<file path="config.mk">
export PLATFORM = sky130hd
export DESIGN_NAME = carry_select_subtractor_pipe
export DESIGN_NICKNAME = d
export VERILOG_FILES = /design/src/rtl/carry_select_subtractor_pipe.sv
export SDC_FILE = /design/constraint.sdc
export NUM_CORES = 1
export LEC_CHECK = 0
export CORE_MARGIN = 5
export CORE_UTILIZATION = 25
export CTS_BUF_LIST = sky130_fd_sc_hd__clkbuf_8
export CTS_CLUSTER_DIAMETER = 80
export DETAILED_ROUTE_END_ITERATION = 7
export PLACE_DENSITY = 0.44
export SLEW_MARGIN = 20
export SYNTH_ARGS = -nofsm -noshare
export SYNTH_HDL_FRONTEND = slang
export SYNTH_SLANG_ARGS = --single-unit
</file>
<file path="constraint.sdc">
create_clock -name clk -period 4.2 [get_ports clk]
set_input_delay 0.84 -clock clk [delete_from_list [all_inputs] [get_ports clk]]
set_output_delay 0.84 -clock clk [all_outputs]
set_load 0.03 [all_outputs]
</file>
<file path="src/rtl/carry_select_subtractor_pipe.sv">
// rtl/carry_select_subtractor_pipe.sv - two-stage pipelined carry-select subtractor
//
// Computes diff = (A - B - bin) mod 2^WIDTH as A + ~B + ~bin.
// Stage 1 resolves the low half and registers its carry.
// Stage 2 resolves the high half from that registered carry.
// Ports:
//   clk, rst              clock, asynchronous active-high reset
//   in_valid/in_ready     operand handshake (A, B, bin)
//   out_valid/out_ready   result handshake (diff, bout, ovf)
//   bout                  1 when A < B + bin (unsigned)
//   ovf                   two's-complement overflow of the signed subtraction
module carry_select_subtractor_pipe #(
  parameter int WIDTH = 16,
  parameter int BLOCK = 4
) (
  input  logic             clk,
  input  logic             rst,
  input  logic             in_valid,
  output logic             in_ready,
  input  logic [WIDTH-1:0] A,
  input  logic [WIDTH-1:0] B,
  input  logic             bin,
  output logic             out_valid,
  input  logic             out_ready,
  output logic [WIDTH-1:0] diff,
  output logic             bout,
  output logic             ovf
);

  localparam int HALF = WIDTH / 2;
  localparam int NBLK = HALF / BLOCK;

  // Bit-serial ripple adder over one block; returns {carry, sum}.
  function automatic logic [BLOCK:0] ripple(input logic [BLOCK-1:0] a,
                                            input logic [BLOCK-1:0] b,
                                            input logic             cin);
    logic [BLOCK-1:0] s;
    logic             c;
    c = cin;
    for (int i = 0; i < BLOCK; i++) begin
      s[i] = a[i] ^ b[i] ^ c;
      c    = (a[i] & b[i]) | (c & (a[i] ^ b[i]));
    end
    return {c, s};
  endfunction

  // Carry-select half adder: the bottom block ripples on the real carry.
  // Each higher block precomputes both carry-in cases and muxes on the
  // carry arriving from below, so the chain is one ripple block plus muxes.
  function automatic logic [HALF:0] cs_half(input logic [HALF-1:0] a,
                                            input logic [HALF-1:0] b,
                                            input logic            cin);
    logic [HALF-1:0]  s;
    logic             c;
    logic [BLOCK:0]   r0;
    logic [BLOCK:0]   r1;
    s  = '0;
    r0 = ripple(a[BLOCK-1:0], b[BLOCK-1:0], cin);
    s[BLOCK-1:0] = r0[BLOCK-1:0];
    c  = r0[BLOCK];
    for (int k = 1; k < NBLK; k++) begin
      r0 = ripple(a[k*BLOCK +: BLOCK], b[k*BLOCK +: BLOCK], 1'b0);
      r1 = ripple(a[k*BLOCK +: BLOCK], b[k*BLOCK +: BLOCK], 1'b1);
      s[k*BLOCK +: BLOCK] = c ? r1[BLOCK-1:0] : r0[BLOCK-1:0];
      c = c ? r1[BLOCK] : r0[BLOCK];
    end
    return {c, s};
  endfunction

  // Stage 1 registers
  logic            s1_valid;
  logic [HALF-1:0] s1_dlo;
  logic            s1_c;
  logic [HALF-1:0] s1_ahi;
  logic [HALF-1:0] s1_bhi_n;
  logic            s1_amsb;
  logic            s1_bmsb;

  // Stage 2 registers
  logic            s2_valid;

  logic            s2_adv;
  logic            s1_adv;
  logic [HALF:0]   lo_sum;
  logic [HALF:0]   hi_sum;

  assign s2_adv    = !s2_valid || out_ready;
  assign s1_adv    = !s1_valid || s2_adv;
  assign in_ready  = s1_adv;
  assign out_valid = s2_valid;

  // Subtraction as addition: invert B and feed ~bin as the carry-in.
  assign lo_sum = cs_half(A[HALF-1:0], ~B[HALF-1:0], ~bin);
  assign hi_sum = cs_half(s1_ahi, s1_bhi_n, s1_c);

  always_ff @(posedge clk or posedge rst) begin
    if (rst) begin
      s1_valid <= 1'b0;
      s1_dlo   <= '0;
      s1_c     <= 1'b0;
      s1_ahi   <= '0;
      s1_bhi_n <= '0;
      s1_amsb  <= 1'b0;
      s1_bmsb  <= 1'b0;
    end else if (s1_adv) begin
      // A bubble (in_valid = 0) still loads data; it is never presented.
      s1_valid <= in_valid;
      s1_dlo   <= lo_sum[HALF-1:0];
      s1_c     <= lo_sum[HALF];
      s1_ahi   <= A[WIDTH-1:HALF];
      s1_bhi_n <= ~B[WIDTH-1:HALF];
      s1_amsb  <= A[WIDTH-1];
      s1_bmsb  <= B[WIDTH-1];
    end
  end

  always_ff @(posedge clk or posedge rst) begin
    if (rst) begin
      s2_valid <= 1'b0;
      diff     <= '0;
      bout     <= 1'b0;
      ovf      <= 1'b0;
    end else if (s2_adv) begin
      s2_valid <= s1_valid;
      diff     <= {hi_sum[HALF-1:0], s1_dlo};
      bout     <= ~hi_sum[HALF];
      ovf      <= (s1_amsb != s1_bmsb) && (hi_sum[HALF-1] != s1_amsb);
    end
  end

endmodule

</file>
# After elaboration in Yosys (flattened, before gate mapping)
# Index checks and enable logic that the tools add are counted.
# W data, S select, Z words.
# classes
n_addsub,0
mul,0
n_div,0
order_cmp,0
eq_ne,2
shifts,0
mux,4
n_bitwise,100
reduce_logical,5
# ops
operator,count
$and A1 B1 Y1,36
$xor A1 B1 Y1,36
$or A1 B1 Y1,22
$not A8 Y8,2
$mux W4,2
$not A1 Y1,4
$logic_not A1 Y1,2
$logic_or A1 B1 Y1,2
$mux W1,2
$ne A1 B1 Y1,2
$logic_and A1 B1 Y1,1
# word_totals
reg_bits,47
latchBits,0
ram_bits,0
mem_bits_ro,0
in_bits,37
out_inout_bits,20
word_cells,122
mem_count,0

# Longest topological paths before layout
# logic_depth
depth_word,12
mapped_depth,12
ltp_nobuf,12

# Worst setup path after synthesis
# Ideal clock, no wire load.
# synth_path
kind,input -> register
startpoint,input port A[0]
endpoint,register s1_dlo[7]
setup_time_ns,0.125
arrival_ns,4.066
t_required_ns,4.075
slack_ns,0.010
stages,12
path_buffers,0
cell_sequence,inv_1 -> fa_1 -> fa_1 -> fa_1 -> fa_1 -> nor2_1 -> a21oi_1 -> fa_1 -> fa_1 -> inv_1 -> fa_1 -> mux2_2
# synth_between
elab_chain_len,10
word_cells_on_any_way,11
cone_classes,1 x mux; 10 x bitwise
# synth_lines
element,line_no,rtl
"start, declared",20,"input logic [WIDTH-1:0] A,"
$xor A1 B1 Y1,42,c = (a[i] & b[i]) | (c & (a[i] ^ b[i]));
$and A1 B1 Y1,42,
$or A1 B1 Y1 *,42,
$and A1 B1 Y1 *,42,
$or A1 B1 Y1 *,42,
$and A1 B1 Y1 *,42,
$or A1 B1 Y1 *,42,
$and A1 B1 Y1 *,42,
$or A1 B1 Y1 *,42,
$mux W4 *,64,s[k*BLOCK +: BLOCK] = c ? r1[BLOCK-1:0] : r0[BLOCK-1:0];
via lo_sum[7],84,logic [HALF:0] lo_sum;
"end signal, assigned",108,s1_dlo <= lo_sum[HALF-1:0];
"end, declared",72,logic [HALF-1:0] s1_dlo;
# The timed path passes the listed nets; every way through them passes the cells marked *.
# A chain may end at the register's enable or synchronous reset.

# Worst setup path after layout
# layout_path
startpoint,input port bin
endpoint,register s1_dlo[7]
# layout_between
elab_chain_len,10
# layout_lines
element,line_no,rtl
"start, declared",22,"input logic bin,"
$not A1 Y1,93,"assign lo_sum = cs_half(A[HALF-1:0], ~B[HALF-1:0], ~bin);"
$and A1 B1 Y1,42,
$or A1 B1 Y1,42,
$and A1 B1 Y1,42,
$or A1 B1 Y1,42,
$and A1 B1 Y1,42,
$or A1 B1 Y1,42,
$and A1 B1 Y1,42,
$or A1 B1 Y1,42,
$mux W4,64,
via lo_sum[7],84,
# The timed path passes the listed nets, and every way through them passes these cells.

==> impl_metrics.json <==
{
  "setup_viol": 0,
  "grt_pass1_vias": 1505,
  "hold_violations": 0,
  "ant_nets": 0,
  "fin_skew_ns": 0.00866,
  "yosysTopAreaCellShare_pct": 52.0,
  "crit_arrival_ns": 4.17,
  "vias": 1308,
  "rsz0062_at_grt": "false",
  "rrSetupSlack_ns": 0.21,
  "utilization_pct": 34.6,
  "wirelength_um": 4240,
  "die_w_um": 104,
  "clock_latency_ns": 0.29,
  "rr_worst_depth": 11,
  "synth_area_leader_cell": "dfrtp_1",
  "worst_pin_slew_ns": 0.796,
  "max_slew_margin_pct": 46.8,
  "peakVddDrop_v": 0.000154,
  "busiest_layer": "met2",
  "finalSetupTns_ns": 0,
  "synth-seq-cells": 46,
  "via_per_inst": 4.01,
  "r2r_end": "ovf",
  "p_leak_uw": 0.00140,
  "fin_nets": 273,
  "antenna_found_initial": 0,
  "use_met1_pct": 9.40,
  "overflow": 0,
  "postCtsSetupBuffers": 0,
  "clk_pin_slew_worst_paths_ns": 0.08,
  "place_congestion": 0.648,
  "area_delta_synth_final_pct": 35.6,
  "use_met3_pct": 4.41,
  "drt-pass1-iter-count": 2,
  "drc": 0,
  "status": "complete, no violations",
  "period_minus_slack_ns": 3.99,
  "drtIter0Drc": 12,
  "synth_area_leaders": "dfrtp_1, fa_1, mux2_2, mux2i_1, inv_1",
  "synth-seq-area-share_pct": 52.0,
  "start_kind": "primary input",
  "wire_per_inst_um": 13.0,
  "start_util_pct": 25.5,
  "clock_path_buffers": 2,
  "syn_avg_cell_area_um2": 14.2,
  "clock_sinks": 46,
  "cp_max_fo": 2,
  "powerDensity_mw_per_mm2": 451,
  "r2r_start": "s1_c",
  "place_hpwl_um": 3170,
  "crit_path_end": "s1_dlo[7]",
  "h-tree-depth": 2,
  "cts_made_buffers": 5,
  "coreArea_mm2": 0.00868,
  "grt_pass1_wl_um": 7190,
  "netlist_area_mm2": 0.00221,
  "report.final.slew_viol_count": 0,
  "startpoint": "bin",
  "io_pins": 57,
  "layout_worst_path_cycle_share_pct": 95.1,
  "final_area_mm2": 0.00300,
  "syn_nets": 211,
  "diodes": 0,
  "cts_tree": "built",
  "io_buffers": 56,
  "row_count": 34,
  "grt_max_degree": 47,
  "dieHeight_um": 104,
  "die-area_mm2": 0.0108,
  "crit_required_ns": 4.38,
  "fmax_mhz": 250,
  "yosys_warnings": 0,
  "synthCells": 156,
  "ctsRootBufferMaster": "clkbuf_8",
  "met2_usage_pct": 13.6,
  "drv_cap": 0,
  "drive_above_1_share_pct": 22.5,
  "worstHoldStart": "s1_valid",
  "track_usage_pct": 8.37,
  "total_power_uw": 1360,
  "dp_cells": 319,
  "synth_cell_types": 19,
  "end_kind": "flip-flop",
  "place_area_mm2": 0.00289,
  "fin_cells": 326,
  "hp-class": "flip-flop to flip-flop",
  "crit_type": "primary input to flip-flop"
}
-- how the worst min path moves through the flow --
stage	to	slack, ns	depth (start not counted)
3_3_place_gp	out_valid	0.45	1
2_1_floorplan	out_valid	0.44	1
3_5_place_dp	out_valid	0.46	1
5_1_grt	out_valid	0.50	1
4_1_cts	out_valid	0.47	1
6_report	out_valid	0.47	1
-- cells by family after synthesis --
group | count (synthesis) | synth area share [%]
buffers and inverters | 33 | 7.12
and+or+nand+nor | 11 | 3.28
adders and majority gates | 18 | 14.9
xor gates and xnor gates | 2 | 0.791
muxes | 41 | 20.7
DFF | 46 | 52.0
AOI/OAI and AO/OA | 5 | 1.19
-- per-stage QoR --
stage                     hold slack (ns)  setup slack (ns)
after floorplan                     0.435           0.00980
after global placement              0.448            -0.543
after detailed placement            0.455            -0.588
after CTS                           0.473           0.00638
after global routing                0.496            0.0351
final                               0.466             0.206
-- synth_stat cells --
master / n
buf_6: 4
mux2i_1: 14
nand3b_1: 2
or3b_2: 1
ha_1: 4
nand2_1: 1
inv_1: 28
dfrtp_1: 46
a21oi_1: 3
buf_4: 1
nand2b_1: 3
o21ai_0: 1
fa_1: 14
a31oi_1: 1
nor3b_1: 3
mux2_4: 4
mux2_2: 23
nor2_1: 1
xnor2_1: 2
-- worst max-delay path: stages --
cell and delay (ns):
dlymetal6s2s_1 0.14, fa_2 0.40, fa_2 0.38, fa_2 0.40
fa_2 0.40, nor2_2 0.10, a21oi_2 0.05, fa_2 0.36
fa_2 0.37, inv_2 0.06, fa_1 0.40, mux2_4 0.26
-- where the power goes --
part           internal, uW  leakage (uW)  switching, uW
registers               542      0.000534           56.4
clock network           112     0.0000414            141
logic                   253      0.000822            251
-- layout make-up --
cell class / instances / area (um2)
Fill cell: 892 / 5670
Sequential cell: 46 / 1150
Multi-Input combinational cell: 77 / 933
Timing Repair Buffer: 60 / 598
Tap cell: 108 / 135
Inverter: 28 / 106
Clock buffer: 5 / 68.8
Clock inverter: 2 / 11.3
-- layout by cell type (no fill, tap or decap) --
cell type / instances
a21oi_1: 2
a21oi_2: 1
a31oi_1: 1
buf_4: 4
clkbuf_8: 5
clkdlybuf4s50_1: 53
clkinv_2: 1
clkinvlp_4: 1
dfrtp_1: 46
dlymetal6s2s_1: 3
fa_1: 7
fa_2: 7
ha_1: 4
inv_1: 27
inv_2: 1
mux2_2: 22
mux2_4: 5
mux2i_1: 14
nand2_1: 1
nand2b_1: 3
nand3b_1: 2
nor2_2: 1
nor3b_1: 3
o21ai_0: 1
or3b_2: 1
xnor2_1: 2
-- registers in the layout, summed over array words and instances, names as in the netlist --
name and flops:
out_valid 1, s1_bmsb 1, ovf 1, diff 16, s1_dlo 8, s1_ahi 8, s1_c 1, s1_bhi_n 8
s1_valid 1, bout 1
-- metal layers --
| metal | part of all wire, % | vias to the layer above |
|---|---|---|
| met5 | 0 | - |
| met4 | 1.5 | 0 |
| met3 | 8.6 | 6 |
| met2 | 49 | 39 |
| met1 | 41 | 642 |
| li1 | - | 621 |
-- repair_timing --
action,in CTS,in global routing
pin swaps,1,8
gates cloned,0,0
endpoints found under the setup margin,1,2
resized for setup,6,8
hold buffers,0,0
Power figures use the tool's default switching activity.
